$ cat src/rtl/pattern_edit_engine.sv
// pattern_edit_engine: one-shot read-modify-write of the pattern cell under the
// cursor, triggered by a key press and sharing the RAM port through req/gnt.
module pattern_edit_engine #(
    parameter int COLS    = 80,
    parameter int ROWS    = 30,
    parameter int DATA_W  = 8,
    parameter int ADDR_W  = 12,
    parameter int MAX_VAL = 255,
    parameter int RD_LAT  = 1
) (
    input  logic              clk,
    input  logic              Reset_n,
    input  logic [1:0]        user_edit,
    input  logic [6:0]        cursor_x,
    input  logic [6:0]        cursor_y,
    output logic              mem_req,
    input  logic              mem_gnt,
    output logic [ADDR_W-1:0] mem_addr,
    output logic              mem_rd_en,
    input  logic [DATA_W-1:0] mem_rdata,
    output logic              mem_wr_en,
    output logic [DATA_W-1:0] mem_wdata,
    output logic              busy,
    output logic              done,
    output logic              err_range,
    output logic [DATA_W-1:0] last_val
);

    localparam logic [2:0] S_IDLE = 3'd0;
    localparam logic [2:0] S_REQ  = 3'd1;
    localparam logic [2:0] S_RD   = 3'd2;
    localparam logic [2:0] S_WAIT = 3'd3;
    localparam logic [2:0] S_MOD  = 3'd4;
    localparam logic [2:0] S_WR   = 3'd5;
    localparam logic [2:0] S_DONE = 3'd6;

    localparam logic [1:0] OP_INC = 2'b01;
    localparam logic [1:0] OP_DEC = 2'b10;
    localparam logic [1:0] OP_DEL = 2'b11;

    localparam logic [DATA_W-1:0] MAX_V    = DATA_W'(MAX_VAL);
    localparam logic [DATA_W-1:0] ONE_V    = DATA_W'(1);
    localparam logic [1:0]        LAT_LAST = 2'(RD_LAT - 1);

    logic [2:0]        state;
    logic [1:0]        edit_prev;
    logic              pending;
    logic [1:0]        op_q;
    logic [6:0]        x_q;
    logic [6:0]        y_q;
    logic [1:0]        cnt;
    logic [DATA_W-1:0] rdata_q;
    logic [DATA_W-1:0] new_val;
    logic [ADDR_W-1:0] addr_calc;
    logic              trigger;
    logic              in_range;

    assign trigger   = (user_edit != 2'b00) && (edit_prev == 2'b00) &&
                       (state == S_IDLE) && !pending;
    assign in_range  = (int'(x_q) < COLS) && (int'(y_q) < ROWS);
    assign addr_calc = ADDR_W'(y_q) * ADDR_W'(COLS) + ADDR_W'(x_q);

    // New cell value from the captured read data; increment never yields 0,
    // decrement of 0/1 or an out-of-range value wraps to the maximum.
    always_comb begin
        new_val = '0;
        if (op_q == OP_INC) begin
            if (rdata_q != '0 && rdata_q < MAX_V)
                new_val = rdata_q + ONE_V;
            else
                new_val = ONE_V;
        end else if (op_q == OP_DEC) begin
            if (rdata_q > ONE_V && (rdata_q < MAX_V || rdata_q == MAX_V))
                new_val = rdata_q - ONE_V;
            else
                new_val = MAX_V;
        end
    end

    // Strobes and status decoded straight from the state register.
    always_comb begin
        mem_req   = (state == S_REQ) || (state == S_RD) || (state == S_WAIT) ||
                    (state == S_MOD) || (state == S_WR);
        mem_rd_en = (state == S_RD);
        mem_wr_en = (state == S_WR);
        done      = (state == S_DONE);
        busy      = (state != S_IDLE);
    end

    // Edge detect, command latch, range check and the edit sequencer.
    // The trigger cycle only latches the command; the range check and address
    // multiply happen one cycle later while the FSM is still IDLE.
    always_ff @(posedge clk or negedge Reset_n) begin
        if (!Reset_n) begin
            state     <= S_IDLE;
            edit_prev <= 2'b00;
            pending   <= 1'b0;
            op_q      <= 2'b00;
            x_q       <= '0;
            y_q       <= '0;
            cnt       <= '0;
            rdata_q   <= '0;
            mem_addr  <= '0;
            mem_wdata <= '0;
            last_val  <= '0;
            err_range <= 1'b0;
        end else begin
            edit_prev <= user_edit;
            err_range <= 1'b0;

            if (trigger) begin
                pending <= 1'b1;
                op_q    <= user_edit;
                x_q     <= cursor_x;
                y_q     <= cursor_y;
            end

            case (state)
                S_IDLE: begin
                    if (pending) begin
                        pending <= 1'b0;
                        if (in_range) begin
                            mem_addr <= addr_calc;
                            state    <= S_REQ;
                        end else begin
                            err_range <= 1'b1;
                        end
                    end
                end
                S_REQ: begin
                    if (mem_gnt) begin
                        if (op_q == OP_DEL) begin
                            mem_wdata <= '0;
                            last_val  <= '0;
                            state     <= S_WR;
                        end else begin
                            state <= S_RD;
                        end
                    end
                end
                S_RD: begin
                    cnt   <= '0;
                    state <= S_WAIT;
                end
                S_WAIT: begin
                    if (cnt == LAT_LAST) begin
                        rdata_q <= mem_rdata;
                        state   <= S_MOD;
                    end else begin
                        cnt <= cnt + 2'd1;
                    end
                end
                S_MOD: begin
                    mem_wdata <= new_val;
                    last_val  <= new_val;
                    state     <= S_WR;
                end
                S_WR:    state <= S_DONE;
                S_DONE:  state <= S_IDLE;
                default: state <= S_IDLE;
            endcase
        end
    end

endmodule

$ cat config.mk
export PLATFORM = sky130hd
export DESIGN_NAME = pattern_edit_engine
export DESIGN_NICKNAME = d
export VERILOG_FILES = /design/src/rtl/pattern_edit_engine.sv
export SDC_FILE = /design/constraint.sdc
export NUM_CORES = 1
export LEC_CHECK = 0
export CAP_MARGIN = 25
export CORE_MARGIN = 2
export CORE_UTILIZATION = 45
export CTS_BUF_LIST = sky130_fd_sc_hd__clkbuf_8
export DETAILED_ROUTE_END_ITERATION = 8
export HOLD_SLACK_MARGIN = 0.08
export PLACE_DENSITY = 0.72
export SLEW_MARGIN = 20
export SYNTH_ARGS = -nofsm -noshare
export SYNTH_HDL_FRONTEND = slang
export SYNTH_SLANG_ARGS = --single-unit
$ cat constraint.sdc
create_clock -name clk -period 3 [get_ports clk]
set_clock_uncertainty 0.05 [all_clocks]
set_input_delay 0.3 -clock clk [delete_from_list [all_inputs] [get_ports clk]]
set_output_delay 0.3 -clock clk [all_outputs]
set_load 0.02 [all_outputs]
# ---- Yosys cells after proc, flatten, opt, wreduce, memory -nomap -nowiden
# Index checks and enable logic that the tools add are counted.
dict set report word_totals {
  register_bits 53
  latchBits 0
  ramBits 0
  romBits 0
  input_bits 27
  out_inout_bits 34
  word_cells 82
  n_memories 0
}
dict set report classes {
  add_sub_neg 4
  n_mul 1
  n_div 0
  n_lt_le_gt_ge 4
  n_eq_ne 16
  n_shift 0
  mux 21
  n_bitwise 0
  n_reduce_logical 25
}
# operator count
set ops {}
lappend ops {{8-bit two-way mux} 6}
lappend ops {{3-bit case mux with 6 select lines} 1}
lappend ops {{8-bit case mux with 2 select lines} 1}
lappend ops {{3-bit two-way mux} 5}
lappend ops {{12-bit by 7-bit adder with 12-bit output} 1}
lappend ops {{3-bit == test, second input constant} 3}
lappend ops {{8-bit by 1-bit adder with 8-bit output, second input constant} 1}
lappend ops {{8-bit == test, second input constant} 1}
lappend ops {{8-bit by 1-bit greater-than comparator with 1-bit output, second input constant} 1}
lappend ops {{8-bit less-than comparator, second input constant} 1}
lappend ops {{7-bit by 3-bit multiplier with 8-bit output, second input constant} 1}
lappend ops {{2-bit inequality test, second input constant} 4}
lappend ops {{8-bit nonzero test} 1}
lappend ops {{8-bit by 1-bit subtractor with 8-bit output, second input constant} 1}
lappend ops {{7-bit by 5-bit less-than comparator with 1-bit output, second input constant} 1}
lappend ops {{7-bit less-than comparator, second input constant} 1}
lappend ops {{3-bit by 2-bit == test with 1-bit output, second input constant} 2}
lappend ops {{1-bit logical AND} 6}
lappend ops {{1-bit two-way mux} 6}
lappend ops {{3-bit AND reduction} 2}
lappend ops {{2-bit nonzero test} 3}
lappend ops {{1-bit logical OR} 5}
lappend ops {{2-bit == test, second input constant} 2}
lappend ops {{2-bit logical NOT} 2}
lappend ops {{11 further kinds} 13}

# ---- Depth between registers and ports, before layout
# Gate-level depths: netlist of run 1.
dict set report depth {
  word_depth 7
  mapped_depth 8
  depth_no_buf 8
}

# ---- Worst setup path after synthesis of run 1
# Ideal clock, no wire load.
dict set report synth_timing {
  path_kind {register -> register}
  startpoint {register y_q[1]}
  endpoint {register mem_addr[11]}
  setup_time_ns 0.132
  t_arrival_ns 2.099
  t_required_ns 2.818
  slack_ns 0.719
  stages_incl_launch_ff 9
  n_path_buf 0
  synth_period_minus_slack_ns 2.281
  path_cell_list {dfrtp_1 -> ha_1 -> ha_1 -> fa_1 -> xor2_1 -> nand3_1 -> nor4_1 -> xnor2_1 -> o21ai_1}
}
dict set report synth_between {
  elab_chain_cells 3
  elab_cells_between_ends 5
}
# element line
set synth_rtl {}
lappend synth_rtl {{from (decl)} 50} ;# logic [6:0] y_q;
lappend synth_rtl {{from (signal assigned)} 115} ;# y_q <= cursor_y;
lappend synth_rtl {{branches (longest 3 deep; another with 12-bit by 7-bit adder with 12-bit output)} n/a}
lappend synth_rtl {{to (signal assigned)} 123} ;# mem_addr <= addr_calc;
lappend synth_rtl {{to (decl)} 18} ;# output logic [ADDR_W-1:0] mem_addr,
# Several ways; the timed one is not identified.
# A chain may end at the register's enable or synchronous reset.

# ---- Final worst setup path of run 1
# Ends and elaborated chain as after synthesis.

==> flow_summary.json, run 1 <==
{
  "status": "finished, final reports clean",
  "grt_max_degree": 32,
  "power_leakage_uw": 0.00155,
  "htree_levels": 2,
  "synth_area_leader_cell": "dfrtp_1",
  "crit_top_cell": "ha_1",
  "synth_area_leaders": "dfrtp_1 (45%), mux2_1 (9.5%), ha_1 (6.8%)",
  "switching_power_uw": 1660,
  "cts_tree": "built",
  "p_seq_share_pct": 36.4,
  "synth_most_common_cell": "dfrtp_1",
  "start_util_pct": 46.6,
  "drv_cap": 0,
  "antenna_cells": 0,
  "holdWs_ns": 0.441,
  "worstPathCellList": "ha_1 > ha_1 > fa_1 > xor2_1 > nand3_1 > nor4_1 > xnor2_1 > o21ai_1",
  "clk_latency_ns": 0.31,
  "cp_max_fo": 5,
  "core_um2": 6350,
  "cts_buffer_depth": 2,
  "endpoint_kind": "flop",
  "wl_per_cell_um": 14.1,
  "switching_share_pct": 43.1,
  "grt_pass1_vias": 2027,
  "dp_hpwl_mm": 4.31,
  "period_share_pct": 81.0,
  "clockPowerShare_pct": 10.8,
  "internal_power_uw": 2190,
  "ioPinCount": 61,
  "dieArea_um2": 7230,
  "drc": 0,
  "powerDensity_nw_per_um2": 1060,
  "ir_worst_vdd_mv": 0.565,
  "clkTransAtPathRegs_ns": 0.11,
  "drtIter0Drc": 100,
  "cts-buffers-inserted": 5,
  "fmax_mhz": 412,
  "rsz0062_at_grt": "no",
  "die_w_um": 85.1,
  "rows": 29,
  "tightest_slew_ns": 0.684,
  "cpMaxStageDelayCell": "dfrtp_1",
  "antenna_found_initial": 0,
  "vias_per_cell": 5.37,
  "layout.nets": 365,
  "hp-class": "flop to flop",
  "synthDistinctLibCells": 51,
  "grt_pass1_wl_mm": 9.77,
  "critPathKind": "flop to flop",
  "cts_sinks": 53,
  "root_buffer": "clkbuf_8",
  "yosys.area.top_type_share_pct": 44.9,
  "yosysSeqAreaShare_pct": 44.9,
  "finalNonFillerCells": 398,
  "grt_overflow": 0,
  "place_ws_ns": 0.560,
  "drt_pass1_iterations": 4,
  "syn_inst": 270,
  "ys_warn_count": 0,
  "crit_required_ns": 3.15,
  "synth_ff_type": "dfrtp_1",
  "fin_ws_ns": 0.571,
  "filler_cell_count": 558,
  "grt_util_all_layers_pct": 16.8,
  "max_slew_margin_pct": 54.3,
  "ant_nets": 0,
  "area_growth_pct": 23.2,
  "ys_top_cells_by_count": "dfrtp_1 (53), mux2_1 (25), a21oi_1 (20)",
  "setup_tns_ns": 0,
  "slowest_delay_ns": 0.46,
  "hold_viol_final": 0,
  "syn_avg_cell_area_um2": 11.0,
  "ys_ff_latch": 53,
  "start_kind": "flop",
  "drive_gt1_share_pct": 9.35,
  "vias": 2137,
  "die_h_um": 85.1,
  "period_minus_slack_ns": 2.43,
  "worstPathArrival_ns": 2.58,
  "totalWireLength_mm": 5.61,
  "portBuffers": 60,
  "synth-edff-count": 0,
  "p_comb_share_pct": 52.8,
  "place_inst": 389,
  "final_max_slew_viol_count": 0,
  "cts.repair.resized": 0,
  "routabilityCongestion": 0.818,
  "synth_nets": 315,
  "async_reset_ff_share_pct": 100,
  "setup_viol": 0,
  "syn-cell-area_um2": 2960
}
-- metrics by stage --
step / util [%] / total power (µW) / cell area (µm²)
floorplan: - / 2870 / 2960
global placement: 55.7 / 3400 / 3540
detailed placement: 55.7 / 3460 / 3540
CTS: 57.4 / 3890 / 3640
global route: 57.4 / 4190 / 3640
finish: 57.4 / 3850 / 3640
-- routing by layer --
layer,global-route usage [%],share of wire (%),vias to the layer above
li1,-,-,1052
met1,23.0,47,1027
met2,26.8,46,50
met3,3.50,4.7,8
met4,5.34,1.6,0
met5,0,0,-
-- cells in the final DEF, fill, tap and decap left out, types with 6 or more instances in the layout --
cell	Yosys	layout
nor2_1	11	11
xnor2_1	9	9
a21oi_1	20	20
nor3_1	7	7
o21ai_1	9	9
mux2_2	6	6
dfrtp_1	53	53
inv_1	6	6
nand3_1	10	10
mux2_1	25	25
clkdlybuf4s50_1	0	59
nand2_1	19	19
ha_1	16	16
xor2_1	9	9
-- sequential cells by signal, indices dropped and copies added (netlist names) --
name and count:
pending 1, state 3, op_q 2, mem_addr 12, cnt 2, last_val 8, rdata_q 8, y_q 7
err_range 1, x_q 7, edit_prev 2
-- cells by family after synthesis --
kind of cell	count (synthesis)	share of synthesized area (%)
simple gates	68	12.3
compound gates	54	12.4
flops	53	44.9
mux	31	11.8
buf+inv	28	5.12
xor+xnor	18	5.33
fa+ha+maj	18	8.13
-- worst max-delay path: cells and delay by family, from the launching register on --
kind	cells	cell delay, ns
DFF	1	0.46
xor gates and xnor gates	2	0.44
AOI/OAI and AO/OA	1	0.07
adders and majority gates	3	0.96
and+or+nand+nor	2	0.35
-- timing repair --
| item | 4_1_cts | 5_1_grt |
|---|---|---|
| buffers inserted | 0 | 0 |
| hold endpoints to repair | 30 | 0 |
| hold buffers | 1 | 0 |
-- power groups by stage --
stage / Combinational, µW / Clock, µW / Sequential, µW
after floorplan: 1550 / 0 / 1320
after global placement: 2000 / 0 / 1400
after detailed placement: 2040 / 0 / 1420
after CTS: 2050 / 432 / 1400
after global routing: 2260 / 463 / 1460
final: 2030 / 417 / 1400
-- final timing paths --
check	startpoint	to	slack [ns]	cells after the start
min	cnt[1]$_DFFE_PN0P_	cnt[1]$_DFFE_PN0P_	0.44	2
min reg2reg	cnt[1]$_DFFE_PN0P_	cnt[1]$_DFFE_PN0P_	0.44	2
max	y_q[1]$_DFFE_PN0P_	mem_addr[11]$_DFFE_PN0P_	0.57	8
max in group asynchronous	Reset_n	state[2]$_DFFE_PN0P_	1.62	3
max reg2reg	y_q[1]$_DFFE_PN0P_	mem_addr[11]$_DFFE_PN0P_	0.57	8
min in group asynchronous	Reset_n	x_q[5]$_DFFE_PN0P_	0.50	2
-- cell type report --
class	instances	area [µm²]	share of cell area (%)
repair buffers	62	613	16.8
clock buffers	5	68.8	1.89
multi-input cells	189	1480	40.6
well taps	77	96.3	2.65
flip-flops and latches	53	1330	36.4
clock inverters	3	25.0	0.687
inverters	9	33.8	0.928
No activity file was read; power rests on OpenSTA's default activity.
==> run 2: changes to the inputs <==
PLACE_DENSITY = 0.74   (was 0.72)
clock period = 2.19 ns   (was 3 ns; I/O delays follow)
==> run 2 against run 1 <==
Global-route usage rose by 0.21 points. Utilization up 2.1 points. Critical path depth did not move. Flip-flop and latch count did not move. Clock power rose by 27%. Count of clock-buffer cells in the layout stayed put. Wire length grew 1.6%. Critical path type unchanged. Worst setup slack worse by 0.53 ns.
==> flow_summary.json, run 2 (same netlist as run 1, synthesis figures left out) <==
{
  "largest_register_ffs": 12,
  "cts_tree": "built",
  "clockPowerShare_pct": 9.6,
  "cts_buffer_depth": 2,
  "cts_sinks": 53,
  "htree_levels": 2,
  "grt_max_degree": 54,
  "vias": 2176,
  "area_growth_pct": 27.6,
  "post-route-cell-area_um2": 3770,
  "start_kind": "flop",
  "totalWireLength_mm": 5.70,
  "cp_max_fo": 3,
  "wl_per_cell_um": 13.9,
  "grt_overflow": 0,
  "place_inst": 399,
  "core_um2": 6350,
  "reg_top3": "mem_addr: 12 flops, last_val: 8 flops, rdata_q: 8 flops",
  "drive_gt1_share_pct": 15.0,
  "antenna_found_initial": 0,
  "ant_nets": 0,
  "die_h_um": 85.1,
  "p_seq_share_pct": 33.8,
  "ioPinCount": 61,
  "routabilityCongestion": 0.888,
  "switching_power_uw": 2370,
  "dieArea_um2": 7230,
  "grt_util_all_layers_pct": 17.0,
  "final_cell_mix": "clkdlybuf4s50_1 (59), dfrtp_1 (53), mux2_1 (25)",
  "clk_latency_ns": 0.29,
  "ff_latch_area_um2": 1330,
  "setup_tns_ns": 0,
  "drc": 0,
  "period_minus_slack_ns": 2.15,
  "internal_power_uw": 3190,
  "drt_pass1_iterations": 4,
  "worstPathArrival_ns": 2.29,
  "final_max_slew_viol_count": 0,
  "grt_pass1_vias": 2217,
  "power_leakage_uw": 0.00162,
  "p_comb_share_pct": 56.6,
  "period_share_pct": 98.2,
  "powerDensity_nw_per_um2": 1470,
  "hold_viol_final": 0,
  "regMostFlops": "mem_addr",
  "portBuffers": 60,
  "rows": 29,
  "rsz0062_at_grt": "yes",
  "layout.nets": 377,
  "fmax_mhz": 465,
  "finalNonFillerCells": 410,
  "hp-class": "primary input to flop",
  "multi_input_area_um2": 1520,
  "setup_viol": 0,
  "tightest_slew_ns": 0.645,
  "vias_per_cell": 5.31,
  "grt_pass1_wl_mm": 10.1,
  "status": "finished, final reports clean",
  "critPathKind": "flop to flop",
  "cts-buffers-inserted": 5,
  "clkTransAtPathRegs_ns": 0.09,
  "postPlaceCellArea_um2": 3640,
  "drv_cap": 0,
  "die_w_um": 85.1,
  "antenna_cells": 0,
  "dp_hpwl_mm": 4.39,
  "filler_cell_count": 520,
  "max_slew_margin_pct": 57.0,
  "switching_share_pct": 42.6,
  "root_buffer": "clkbuf_8",
  "fin_util_pct": 59.4,
  "ir_worst_vdd_mv": 0.999,
  "start_util_pct": 46.6,
  "crit_required_ns": 2.33,
  "final_common_cell": "clkdlybuf4s50_1",
  "endpoint_kind": "flop",
  "drtIter0Drc": 92
}
## run 2: worst paths after layout
check,from,endpoint,slack (ns),cells past startpoint
setup reg to reg,y_q[3]$_DFFE_PN0P_,mem_addr[11]$_DFFE_PN0P_,0.04,8
max in group asynchronous,Reset_n,err_range$_DFF_PN0_,1.15,3
min in group asynchronous,Reset_n,mem_addr[0]$_DFFE_PN0P_,0.52,3
setup / recovery,y_q[3]$_DFFE_PN0P_,mem_addr[11]$_DFFE_PN0P_,0.04,8
hold reg to reg,x_q[2]$_DFFE_PN0P_,mem_addr[2]$_DFFE_PN0P_,0.44,1
hold / removal,user_edit[0],edit_prev[0]$_DFF_PN0_,0.43,1
## run 2: layer usage
metal / up-vias / track usage, % / share of wire [%]
met5: - / 0 / 0
met2: 38 / 27.1 / 47
met3: 4 / 2.72 / 3.1
met1: 1057 / 24.3 / 49
met4: 0 / 4.04 / 0.74
li1: 1077 / - / -
## run 2: area by class of cell
class	count	share of cell area (%)
clock inverter	3	0.464
clock buffer	5	1.82
multi-input combinational	189	40.2
tap	77	2.55
inverter	9	0.895
sequential	53	35.1
timing repair buffer	74	19.0
## run 2: power by group through the flow
stage          logic, µW  registers, µW  clock network [µW]
3_5_place_dp        3040           1910                   0
5_1_grt             3480           1960                 589
4_1_cts             3140           1880                 555
2_1_floorplan       2160           1810                   0
3_3_place_gp        2970           1880                   0
6_report            3150           1880                 531
## run 2: what timing repair did
item,4_1_cts,5_1_grt
setup endpoints to repair,2,2
endpoints found under the hold margin,53,0
pin swaps,2,3
resized for setup,3,3
hold buffers,1,0
setup buffers,2,0
## run 2: critical path, stage by stage, from the launching register on
cell and delay (ns):
dfrtp_1 0.41, ha_1 0.28, ha_2 0.20, fa_2 0.39, a21o_1 0.18, a21oi_2 0.16
xnor2_2 0.14, xnor2_1 0.14, o21ai_1 0.08
## run 2: per-stage QoR
step / worst slack, ns / total power (µW) / hold slack, ns
global route: -0.0635 / 6030 / 0.416
detailed placement: -0.0888 / 4950 / 0.328
CTS: 0.00327 / 5580 / 0.417
global placement: 0.0125 / 4850 / 0.326
finish: 0.0404 / 5560 / 0.427
floorplan: 0.00468 / 3980 / -0.127
==> run 3: changes to the inputs <==
CAP_MARGIN = default   (was 25)
SLEW_MARGIN = default   (was 20)
==> results of run 3 <==
No change in the layout: final DEF, timing and power equal those of run 2.
